## config.mk

```make
export PLATFORM = sky130hd
export DESIGN_NAME = apb4_slave_mem_flat
export DESIGN_NICKNAME = d
export VERILOG_FILES = /design/src/rtl/apb4_slave_mem_if.sv /design/src/rtl/apb4_slave_mem.sv /design/src/flat_wrapper.sv
export SDC_FILE = /design/constraint.sdc
export NUM_CORES = 1
export LEC_CHECK = 0
export BUFFER_PORTS_ARGS = -buffer_cell sky130_fd_sc_hd__buf_4
export CAP_MARGIN = 10
export CORE_ASPECT_RATIO = 1.4
export CORE_MARGIN = 2
export CORE_UTILIZATION = 60
export DETAILED_ROUTE_END_ITERATION = 8
export PLACE_DENSITY = 0.76
export SYNTH_ARGS = -nofsm -noshare
export SYNTH_HDL_FRONTEND = slang
export SYNTH_SLANG_ARGS = --single-unit
```

## constraint.sdc

```tcl
create_clock -name PCLK -period 4.8 [get_ports PCLK]
set_input_delay 0 -clock PCLK [delete_from_list [all_inputs] [get_ports PCLK]]
set_output_delay 0 -clock PCLK [all_outputs]
set_load 0.01 [all_outputs]
```

## src/rtl/apb4_slave_mem_if.sv

```systemverilog
// APB4 bus bundle between a requester (master modport) and a completer (slave modport).
// Handshake: a transfer starts with a setup cycle (PSEL=1, PENABLE=0) and completes on the
// rising edge where PSEL=1, PENABLE=1 and PREADY=1; PSLVERR and PRDATA are only meaningful then.
interface apb4_slave_mem_if #(
  parameter int ADDR_WIDTH = 32,
  parameter int DATA_WIDTH = 32
);
  logic                    PSEL;
  logic                    PENABLE;
  logic                    PWRITE;
  logic [ADDR_WIDTH-1:0]   PADDR;
  logic [DATA_WIDTH-1:0]   PWDATA;
  logic [DATA_WIDTH/8-1:0] PSTRB;
  logic [DATA_WIDTH-1:0]   PRDATA;
  logic                    PREADY;
  logic                    PSLVERR;

  modport master (
    output PSEL, PENABLE, PWRITE, PADDR, PWDATA, PSTRB,
    input  PRDATA, PREADY, PSLVERR
  );

  modport slave (
    input  PSEL, PENABLE, PWRITE, PADDR, PWDATA, PSTRB,
    output PRDATA, PREADY, PSLVERR
  );
endinterface

```

## src/rtl/apb4_slave_mem.sv

```systemverilog
// APB4 completer: DEPTH-word memory with byte strobes, fixed wait states and
// PSLVERR on misaligned or out-of-range addresses.
module apb4_slave_mem #(
  parameter int ADDR_WIDTH  = 32,
  parameter int DATA_WIDTH  = 32,
  parameter int DEPTH       = 16,
  parameter int WAIT_CYCLES = 1
) (
  input  logic             PCLK,
  input  logic             PRESETn,
  apb4_slave_mem_if.slave  bus,
  output logic [0:0]       dbg_state
);
  localparam int SW = DATA_WIDTH / 8;
  localparam int AL = $clog2(SW);
  localparam int IW = $clog2(DEPTH);
  localparam int WW = (WAIT_CYCLES > 0) ? $clog2(WAIT_CYCLES + 1) : 1;
  localparam logic [ADDR_WIDTH-1:0] ALIGN_MASK = ADDR_WIDTH'(SW - 1);
  localparam logic [ADDR_WIDTH-1:0] SPAN       = ADDR_WIDTH'(DEPTH * SW);

  localparam logic [0:0] IDLE   = 1'b0;
  localparam logic [0:0] ACCESS = 1'b1;

  logic [0:0]            state;
  logic                  write_q;
  logic                  err_q;
  logic [IW-1:0]         index_q;
  logic [SW-1:0]         strb_q;
  logic [DATA_WIDTH-1:0] wdata_q;
  logic [DATA_WIDTH-1:0] prdata_q;
  logic [WW-1:0]         wcnt;
  logic [DATA_WIDTH-1:0] mem [DEPTH];

  logic          setup;
  logic          err_in;
  logic [IW-1:0] index_in;
  logic          ready;

  assign setup    = bus.PSEL & ~bus.PENABLE;
  assign index_in = bus.PADDR[AL +: IW];
  assign err_in   = (|(bus.PADDR & ALIGN_MASK)) | (bus.PADDR >= SPAN);
  assign ready    = (state == ACCESS) && (wcnt == '0);

  assign bus.PREADY  = ready;
  assign bus.PSLVERR = err_q & ready;
  assign bus.PRDATA  = prdata_q;
  assign dbg_state   = state;

  always_ff @(posedge PCLK or negedge PRESETn) begin
    if (!PRESETn) begin
      state    <= IDLE;
      write_q  <= 1'b0;
      err_q    <= 1'b0;
      index_q  <= '0;
      strb_q   <= '0;
      wdata_q  <= '0;
      prdata_q <= '0;
      wcnt     <= '0;
      for (int i = 0; i < DEPTH; i++) mem[i] <= '0;
    end else if (setup) begin
      // A setup seen in ACCESS restarts the transfer with freshly latched fields.
      state    <= ACCESS;
      write_q  <= bus.PWRITE;
      err_q    <= err_in;
      index_q  <= index_in;
      strb_q   <= bus.PSTRB;
      wdata_q  <= bus.PWDATA;
      wcnt     <= WW'(WAIT_CYCLES);
      prdata_q <= (!bus.PWRITE && !err_in) ? mem[index_in] : '0;
    end else if (state == ACCESS) begin
      if (!bus.PSEL) begin
        state <= IDLE;
      end else if (wcnt != '0) begin
        wcnt <= wcnt - WW'(1);
      end else begin
        state <= IDLE;
        if (write_q && !err_q) begin
          for (int b = 0; b < SW; b++) begin
            if (strb_q[b]) mem[index_q][8*b +: 8] <= wdata_q[8*b +: 8];
          end
        end
      end
    end
  end
endmodule

```

## src/flat_wrapper.sv

```systemverilog
// flat-port wrapper written by rule: the top's interface ports become plain ports
module apb4_slave_mem_flat 
#(
  parameter int ADDR_WIDTH  = 32,
  parameter int DATA_WIDTH  = 32,
  parameter int DEPTH       = 16,
  parameter int WAIT_CYCLES = 1
)
  (PCLK, PRESETn, dbg_state, bus_PSEL, bus_PENABLE, bus_PWRITE, bus_PADDR, bus_PWDATA, bus_PSTRB, bus_PRDATA, bus_PREADY, bus_PSLVERR);
  apb4_slave_mem_if #(.ADDR_WIDTH(ADDR_WIDTH), .DATA_WIDTH(DATA_WIDTH)) bus_i ();
  input  logic PCLK;
  input  logic PRESETn;
  output logic [0:0] dbg_state;
  input wire logic [$bits(bus_i.PSEL)-1:0] bus_PSEL;
  input wire logic [$bits(bus_i.PENABLE)-1:0] bus_PENABLE;
  input wire logic [$bits(bus_i.PWRITE)-1:0] bus_PWRITE;
  input wire logic [$bits(bus_i.PADDR)-1:0] bus_PADDR;
  input wire logic [$bits(bus_i.PWDATA)-1:0] bus_PWDATA;
  input wire logic [$bits(bus_i.PSTRB)-1:0] bus_PSTRB;
  output wire logic [$bits(bus_i.PRDATA)-1:0] bus_PRDATA;
  output wire logic [$bits(bus_i.PREADY)-1:0] bus_PREADY;
  output wire logic [$bits(bus_i.PSLVERR)-1:0] bus_PSLVERR;
  assign bus_i.PSEL = bus_PSEL;
  assign bus_i.PENABLE = bus_PENABLE;
  assign bus_i.PWRITE = bus_PWRITE;
  assign bus_i.PADDR = bus_PADDR;
  assign bus_i.PWDATA = bus_PWDATA;
  assign bus_i.PSTRB = bus_PSTRB;
  assign bus_PRDATA = bus_i.PRDATA;
  assign bus_PREADY = bus_i.PREADY;
  assign bus_PSLVERR = bus_i.PSLVERR;
  apb4_slave_mem #(.ADDR_WIDTH(ADDR_WIDTH), .DATA_WIDTH(DATA_WIDTH), .DEPTH(DEPTH), .WAIT_CYCLES(WAIT_CYCLES)) u_core (.PCLK(PCLK), .PRESETn(PRESETn), .bus(bus_i), .dbg_state(dbg_state));
endmodule
```

Word level (Yosys, flattened, before mapping) --
Index checks and enable logic that the tools add are counted.
Cells by class: $add $sub $neg 1, $mul 0, div/mod/pow operators 0, $lt $le $gt $ge 4, eq/ne operators 0, shifts and indexed selects 0, multiplexer cells 43, bitwise logic cells 8, reduce and logical (&&, ||, !) cells 12
Operators by type and width (number):
- $mux W512 | 19
- $bwmux W512 | 4
- $demux W32 S4 | 4
- $bmux W32 S4 | 1
- $mux W32 | 4
- $ge A32 B7 Y1 const B | 1
- $mux W24 | 1
- $mux W16 | 1
- $ge A5 B5 Y1 const B | 2
- $not A4 Y5 | 2
- $mux W1 | 8
- $mux W8 | 1
- $lt A5 B1 Y1 const B | 1
- $reduce_and A5 Y1 | 1
- $logic_and A1 B1 Y1 | 4
- $reduce_bool A2 Y1 | 2
- $logic_not A1 Y1 | 3
- $not A1 Y1 | 3
- $and A1 B1 Y1 | 2
- $reduce_and A2 Y1 | 1
- $reduce_or A2 Y1 | 1
- $or A1 B1 Y1 | 1
- $sub A1 B1 Y1 const B | 1
Word-level totals: register bits 588, bits in latches 0, bits in writable memories 0, bits in read-only memories 0, word-level logic and storage cells 92, memories kept 0

Longest topological paths before layout --
Gate-level depths: netlist of run 1.
depth in word-level cells 28, depth in mapped cells 8, gate-level depth less buffers 4

Worst setup path before layout of run 1 --
OpenSTA, ideal clock, no wires.
path kind reg-to-reg, start reg u_core.state, in the netlist u_core.dbg_state, end reg u_core.mem[280] (netlist name), arrival time 1.968 ns, data required time 4.675 ns, setup slack 2.707 ns, stages on the path, launching flop included 7, buffers on the path 2, cell sequence dfrtp_1 -> nor2b_1 -> clkbuf_1 -> nand4_2 -> buf_2 -> nor2_2 -> mux2_2
On the way: longest elaborated chain between the ends 1
RTL lines:
- start: declaration | line apb4_slave_mem.sv:24 | logic [0:0] state;
- start signal: assignment | line apb4_slave_mem.sv:51 | state <= IDLE;
- start signal: assignment | line apb4_slave_mem.sv:62 | state <= ACCESS;
- start signal: assignment | line apb4_slave_mem.sv:72 | state <= IDLE;
- $reduce_and A5 Y1 (no source line)
- end signal: indexed assignment | line apb4_slave_mem.sv:79 | if (strb_q[b]) mem[index_q][8*b +: 8] <= wdata_q[8*b +: 8];
- end: declaration | line apb4_slave_mem.sv:32 | logic [DATA_WIDTH-1:0] mem [DEPTH];
Every way passes these cells. A chain may end at the register's enable or synchronous reset.

Worst setup path after layout of run 1 --
start reg u_core.state, in the netlist u_core.dbg_state, end reg u_core.mem[270] (netlist name)
The elaborated chain is that of the path after synthesis.

==> qor.yml, run 1 <==
synthTopCellsByArea: "dfrtp_1 55%, mux2_2 22%, mux2i_1 6.0%"
finalSetupTns_ns: 0
synth_fp_nets: 1956
dpl.hpwl_um: 37600
rows: 91
antenna_found_initial: 0
cts_resized: 0
netlist_instances: 1883
drtAntennaViolNets: 0
synth_warnings: 0
leakagePower_nw: 14.9
hp-start: "bus_PADDR[2]"
slew_viol_final: 0
clock_skew_ns: 0.0130
finalWirelength_um: 60900
path_max_fanout: 16
drv_cap: 0
grt_pass1_vias: 17700
grt_setup_unrepaired: "no"
dieArea_um2: 46200
drc: 0
dr.first_iter.drc_count: 947
clock-sinks: 588
wire_per_inst_um: 23.5
grt_pass1_wl_um: 97900
io_pins: 108
max-clock-path-buffers: 3
die_h_um: 254
vdd_drop_max_mv: 0.338
setup_violations: 0
stdcell_count: 2592
fin_crit_ns: 2.80
worstSetupPathType: "register to register"
initial_core_util: 0.607
arrival_ns: 3.27
required_ns: 5.27
track_usage: 0.271
grt_start_max_net_pins: 151
dieWidth_um: 182
synth_top_cell_by_area: "dfrtp_1"
place_inst: 2437
synthArstFlopShare: 1.00
clockRootBuffer: "clkbuf_16"
via_per_inst: 6.19
cts_buffers: 55
seq_area_frac_synth: 0.551
hold_buffers: 54
r2r-start: "u_core.dbg_state$_DFF_PN0_"
yosysTopAreaCellShare: 0.551
cts_setup_buffers: 0
whs_ns: 0.0433
syn_area_um2: 26700
drive_gt1_frac: 0.432
nets: 2063
dr.pass1.iters: 5
cts_tree: "done"
cts_max_level: 2
diodes: 0
design.core.area_um2: 43900
ys_types: 35
tightestPinTransition_ns: 1.12
outcome: "complete, no violations"
power_density_nw_per_um2: 345
synth-edff-count: 0
port-buffer-count: 107
ys_ff_latch: 588
period_share: 0.583
finalHoldViolations: 0
dp_slack_ns: 2.00
synth_ff_type: "dfrtp_1"
cp-startpoint: "u_core.dbg_state$_DFF_PN0_"
setup.worst_path.start_class: "register"
hold_path.class: "input port to register"
worst_setup_path_end_kind: "register"
relSlewSlack: 0.253
syn_area_per_cell_um2: 14.2
synthToLayoutAreaGrowth_pct: 13.9
cts.clk_slew.worst_paths_ns: 0.06
num_vias: 16100
gp_congestion: 0.787
grt_overflow: 0
clk_latency_ns: 0.58
fin_ws_ns: 2.00
finish.utilization: 0.692
fmax_mhz: 357
routing by layer:
| layer | share of wire | GRT usage | wire, um | up-vias |
|---|---|---|---|---|
| met5 | 0 | 0 | 0 | - |
| met4 | 0.023 | 0.0800 | 1400 | 0 |
| met3 | 0.037 | 0.0325 | 2270 | 112 |
| met2 | 0.53 | 0.491 | 32100 | 353 |
| met1 | 0.41 | 0.344 | 25100 | 8485 |
| li1 | - | - | - | 7101 |
layout make-up:
cell class / instances / area (um2)
Timing Repair Buffer: 177 / 1540
Sequential cell: 588 / 14700
Fill cell: 3076 / 13500
Tap cell: 558 / 698
Clock inverter: 15 / 250
Clock buffer: 86 / 1730
Inverter: 1 / 3.75
Multi-Input combinational cell: 1167 / 11500
power by group:
group | leakage (nW) | internal (W) | switching [W]
Clock | 0.981 | 0.00283 | 0.00187
Sequential | 8.14 | 0.00502 | 0.000212
Combinational | 5.79 | 0.000221 | 0.000338
cells in the mapped netlist, types with 2 or more instances:
cell	n
a211oi_2	30
buf_6	4
nand3b_1	2
nand2b_1	2
buf_1	7
nand4_1	4
mux4_2	63
nand4b_1	4
nand3_1	13
nor4_1	6
mux2i_1	159
and3_1	33
nor2_2	48
nor2b_1	6
or3_1	2
clkbuf_1	90
dfrtp_1	588
nand2_1	169
buf_2	26
and2_1	2
a221oi_1	33
nor2_1	3
a22oi_1	62
mux2_2	516
through the flow:
stage / instance area, um2 / total power (W)
2_1_floorplan: 26700 / 0.00554
3_3_place_gp: 27900 / 0.00582
3_5_place_dp: 27900 / 0.00584
4_1_cts: 30400 / 0.0106
5_1_grt: 30400 / 0.0108
6_report: 30400 / 0.0105
worst max-delay path, stage by stage, from the launching register on:
cell and delay, ns:
dfrtp_1 0.38, nor2b_1 0.37, nand4_2 0.76, nor2_2 0.76
mux2_2 0.41
cells by family after synthesis:
group           count (synthesis)  synth area share
flops                         588             0.551
simple gates                  299            0.0543
mux                           738             0.330
compound gates                130            0.0437
buf+inv                       128            0.0203
sequential cells by signal, summed over array words and instances (netlist names):
register / count
u_core.wcnt: 1
u_core.strb_q: 4
u_core.write_q: 1
u_core.bus.PRDATA: 32
u_core.err_q: 1
u_core.dbg_state: 1
u_core.index_q: 4
u_core.wdata_q: 32
u_core.mem: 512
path summary, 6_finish.rpt:
kind | to | slack (ns) | cells after the start
setup / recovery | u_core.mem[270]$_DFFE_PN0P_ | 2.00 | 4
hold / removal | u_core.index_q[0]$_DFFE_PN0P_ | 0.04 | 3
setup reg to reg | u_core.mem[270]$_DFFE_PN0P_ | 2.00 | 4
hold reg to reg | u_core.err_q$_DFFE_PN0P_ | 0.50 | 2
max in group asynchronous | u_core.err_q$_DFFE_PN0P_ | 3.39 | 3
min in group asynchronous | u_core.mem[260]$_DFFE_PN0P_ | 0.09 | 2
layout by cell type, fill, tap and decap left out, types with 2 or more instances in the layout:
cell type	n
dfrtp_1	588
mux2_2	516
nand2_1	169
mux2i_1	159
buf_4	116
mux4_2	63
a22oi_1	62
clkbuf_16	57
dlygate4sd3_1	54
nor2_2	48
and3_1	33
a221oi_1	33
a211oi_2	30
clkbuf_8	19
nand3_1	13
clkbuf_1	10
clkinv_2	8
bufinv_16	7
nor4_1	6
buf_12	5
nand4_1	4
nand4b_1	4
nor2b_1	3
nor2b_4	3
and2_1	2
nor2_1	2
nand3b_1	2
buf_8	2
(Power assumes the default switching activity.)
==> inputs of run 2 (changes only) <==
Clock period 4.8 ns to 2.85 ns, I/O delays scaled along.
==> qor.yml, run 2 (same netlist as run 1, synthesis figures left out) <==
place_area_um2: 28200
port-buffer-count: 107
clock_skew_ns: 0.0166
arrival_ns: 2.99
diodes: 0
dr.first_iter.drc_count: 996
design.core.area_um2: 43900
fin_crit_ns: 2.46
cts.clk_slew.worst_paths_ns: 0.06
largest_reg_flops: 512
dpl.hpwl_um: 39500
design_area_um2: 30700
dieArea_um2: 46200
final_cell_mix: "588 x dfrtp_1, 516 x mux2_2, 169 x nand2_1, 159 x mux2i_1, 138 x buf_4"
dr.pass1.iters: 5
outcome: "complete, no violations"
drv_cap: 0
drive_gt1_frac: 0.434
largest_register: "u_core.mem"
nets: 2112
slew_viol_final: 0
finalWirelength_um: 62800
clock-sinks: 588
clockRootBuffer: "clkbuf_16"
grt_overflow: 0
tightestPinTransition_ns: 1.11
dieWidth_um: 182
grt_pass1_vias: 17800
hold_buffers: 76
cts_resized: 0
grt_pass1_wl_um: 100000
finalHoldViolations: 0
rrSetupSlack_ns: 0.40
worst_setup_path_end_kind: "register"
num_vias: 16500
drc: 0
grt_start_max_net_pins: 98
setup.worst_path.start_class: "input port"
initial_core_util: 0.607
via_per_inst: 6.24
gp_congestion: 0.776
die_h_um: 254
path_max_fanout: 29
worstSetupPathType: "input port to register"
period_share: 0.863
track_usage: 0.280
grt_setup_unrepaired: "no"
io_pins: 108
antenna_found_initial: 0
power_density_nw_per_um2: 555
wire_per_inst_um: 23.8
cts_tree: "done"
vdd_drop_max_mv: 0.441
required_ns: 3.39
synthToLayoutAreaGrowth_pct: 14.9
reg2reg_depth: 4
max-clock-path-buffers: 3
cts_max_level: 2
cts_buffers: 54
hold_path.class: "input port to asynchronous set/reset pin"
whs_ns: 0.00163
rr_endpoint: "u_core.mem[206]$_DFFE_PN0P_"
clk_latency_ns: 0.60
fmax_mhz: 407
final_common_cell: "dfrtp_1"
drtAntennaViolNets: 0
finalSetupTns_ns: 0
relSlewSlack: 0.260
leakagePower_nw: 15.1
r2r-start: "u_core.index_q[3]$_DFFE_PN0P_"
cts_setup_buffers: 0
setup_violations: 0
rows: 91
-- run 2: per-stage QoR --
stage          setup WS (ns)  cells  utilization  total power (W)
6_report               0.391   2640        0.698           0.0170
5_1_grt                0.222   2640        0.698           0.0176
4_1_cts                0.411   2640        0.698           0.0171
3_5_place_dp           0.467   2465        0.641          0.00988
3_3_place_gp           0.551   2465        0.641          0.00984
2_1_floorplan          0.757   1883            -          0.00932
-- run 2: per-layer routing --
metal / global-route usage / vias to the layer above / wire, um
li1: - / 7211 / -
met4: 0.107 / 0 / 2360
met1: 0.360 / 8747 / 25800
met5: 0 / - / 0
met3: 0.0334 / 134 / 2450
met2: 0.490 / 386 / 32200
-- run 2: critical path, cell delays in order --
cell	delay, ns
dlygate4sd3_1	0.54
buf_4	0.16
nor2b_4	0.90
nand2_1	0.15
dlygate4sd3_1	0.62
nand2_1	0.06
dlygate4sd3_1	0.54
-- run 2: report_power, final --
group,internal [W],switching (W)
clock network,0.00406,0.00315
logic,0.000430,0.000589
registers,0.00845,0.000354
-- run 2: area by class of cell --
| type | count | area [um2] |
|---|---|---|
| sequential | 588 | 14700 |
| fill | 2995 | 13300 |
| multi-input combinational | 1167 | 11500 |
| timing repair buffer | 227 | 2050 |
| clock buffer | 73 | 1500 |
| tap | 558 | 698 |
| clock inverter | 26 | 241 |
| inverter | 1 | 3.75 |
-- run 2: worst max-delay path by stage --
stage / slack (ns) / start / end / cells after the start
final: 0.39 / bus_PSEL / u_core.wdata_q[23]$_DFFE_PN0P_ / 7
after global placement: 0.55 / bus_PADDR[28] / u_core.bus.PRDATA[12]$_DFFE_PN0P_ / 6
after floorplan: 0.76 / u_core.dbg_state$_DFF_PN0_ / u_core.mem[280]$_DFFE_PN0P_ / 6
after global routing: 0.22 / u_core.index_q[3]$_DFFE_PN0P_ / u_core.mem[206]$_DFFE_PN0P_ / 4
after CTS: 0.41 / u_core.index_q[3]$_DFFE_PN0P_ / u_core.mem[132]$_DFFE_PN0P_ / 4
after detailed placement: 0.47 / u_core.index_q[3]$_DFFE_PN0P_ / u_core.mem[212]$_DFFE_PN0P_ / 4
==> inputs of run 3 (changes only) <==
Settings changed: CELL_PAD_IN_SITES_DETAIL_PLACEMENT from default to 1, CELL_PAD_IN_SITES_GLOBAL_PLACEMENT from default to 1, CORE_UTILIZATION 60 to 47, PLACE_DENSITY 0.76 to 0.74.
Clock period 2.85 ns to 2.2 ns, I/O delays scaled along.
==> qor.yml, run 3 (same netlist as run 1, synthesis figures left out) <==
clockRootBuffer: "clkbuf_16"
largest_reg_flops: 512
port-buffer-count: 107
initial_core_util: 0.474
grt.busiest_layer: "met2"
fmax_mhz: 475
clk_latency_ns: 0.61
drv_cap: 0
wire_per_inst_um: 25.0
vdd_drop_max_mv: 0.508
dieWidth_um: 205
grt_pass1_wl_um: 114000
design.core.area_um2: 56300
fillers: 5367
power_density_nw_per_um2: 716
grt_overflow: 0
grt_util_met2: 0.453
worst_setup_path_end_kind: "register"
cts.clk_slew.worst_paths_ns: 0.06
multiInputGateArea_um2: 11500
grt_pass1_vias: 19000
tightestPinTransition_ns: 0.811
finalHoldViolations: 0
seqCellArea_um2: 14700
clock-sinks: 588
arrival_ns: 2.58
via_per_inst: 5.82
drive_gt1_frac: 0.457
grt_use_met3: 0.0393
largest_register: "u_core.mem"
nets: 2197
dr.pass1.iters: 6
synthToLayoutAreaGrowth_pct: 19.1
die_h_um: 286
hold_path.class: "input port to register"
final_cell_mix: "588 x dfrtp_1, 516 x mux2_2, 210 x buf_4, 169 x nand2_1, 159 x mux2i_1"
worstSetupPathType: "register to register"
required_ns: 2.68
dieArea_um2: 58700
diodes: 0
drc: 0
gp_congestion: 0.797
path_max_fanout: 14
whs_ns: 0.0163
period_share: 0.956
max-clock-path-buffers: 3
grt_setup_unrepaired: "no"
setup.worst_path.start_class: "register"
leakagePower_nw: 15.6
clock_skew_ns: 0.0185
num_vias: 16900
track_usage: 0.255
slew_viol_final: 0
drtAntennaViolNets: 0
grt_start_max_net_pins: 108
cts_max_level: 2
total_power_w: 0.0228
finalWirelength_um: 72600
antenna_found_initial: 4
outcome: "complete, no violations"
relSlewSlack: 0.460
io_pins: 108
setup_violations: 0
fin_crit_ns: 2.10
dpl.hpwl_um: 46700
met1_usage: 0.320
cts_tree: "done"
dr.first_iter.drc_count: 852
final_common_cell: "dfrtp_1"
cts_buffers: 57
cts_setup_buffers: 0
rows: 103
## run 3: cell count changes in the layout (fill, tap and decap cells not counted), moves of 2 or more
cell	before	now
bufinv_16	4	6
clkinv_2	19	13
clkbuf_1	12	16
buf_4	138	210
clkbuf_16	55	57
buf_2	0	2
buf_12	11	24
dlygate4sd3_1	76	71
clkbuf_8	6	9
## run 3: layout make-up
| class | instances | area share |
|---|---|---|
| Inverter | 1 | 0.000118 |
| Sequential cell | 588 | 0.463 |
| Clock inverter | 22 | 0.00850 |
| Multi-Input combinational cell | 1167 | 0.361 |
| Tap cell | 735 | 0.0289 |
| Clock buffer | 82 | 0.0506 |
| Timing Repair Buffer | 309 | 0.0883 |
## run 3: stage by stage
stage,cell area (um2),setup TNS [ns],instances,util,setup WS [ns]
2_1_floorplan,26700,0,1883,-,0.107
3_3_place_gp,29200,-19.15,2726,0.518,-0.618
3_5_place_dp,29200,-19.37,2727,0.518,-0.647
4_1_cts,31800,0,2903,0.565,0.00712
5_1_grt,31800,0,2904,0.565,0.0258
6_report,31800,0,2904,0.565,0.0961
## run 3: worst paths after layout
path                                            startpoint                            end  slack [ns]  cells past startpoint
min in group asynchronous                          PRESETn    u_core.mem[290]$_DFFE_PN0P_        0.09                      3
worst max register to register    u_core.err_q$_DFFE_PN0P_    u_core.mem[461]$_DFFE_PN0P_         0.1                      6
worst min-delay path                          bus_PADDR[2]  u_core.index_q[0]$_DFFE_PN0P_        0.02                      4
max in group asynchronous                          PRESETn   u_core.strb_q[2]$_DFFE_PN0P_        1.59                      3
worst min register to register  u_core.write_q$_DFFE_PN0P_     u_core.write_q$_DFFE_PN0P_        0.48                      2
worst max-delay path              u_core.err_q$_DFFE_PN0P_    u_core.mem[461]$_DFFE_PN0P_         0.1                      6
## run 3: metal layers
metal / part of all wire / up-vias
met4: 0.027 / 8
met3: 0.040 / 115
met5: 0.00051 / -
met2: 0.52 / 288
li1: - / 7402
met1: 0.41 / 9086
## run 3: what timing repair did
item	4_1_cts	5_1_grt
endpoints found under the setup margin	0	31
hold endpoints to repair	631	0
hold buffers	72	0
gates resized for setup	0	1
## run 3: worst max-delay path, stage by stage, from the launching register on
cell      delay, ns
dfrtp_1        0.38
and4b_1        0.36
nand4b_1       0.20
buf_4          0.28
nor2_2         0.14
buf_4          0.24
mux2_2         0.36
## run 3: power breakdown
group / leakage [nW] / switching, W / internal (W) / total [W]
Clock: 0.930 / 0.00419 / 0.00577 / 0.00997
Combinational: 6.51 / 0.000819 / 0.000581 / 0.00140
Sequential: 8.14 / 0.000457 / 0.0109 / 0.0114
Total: 15.6 / 0.00547 / 0.0173 / 0.0228
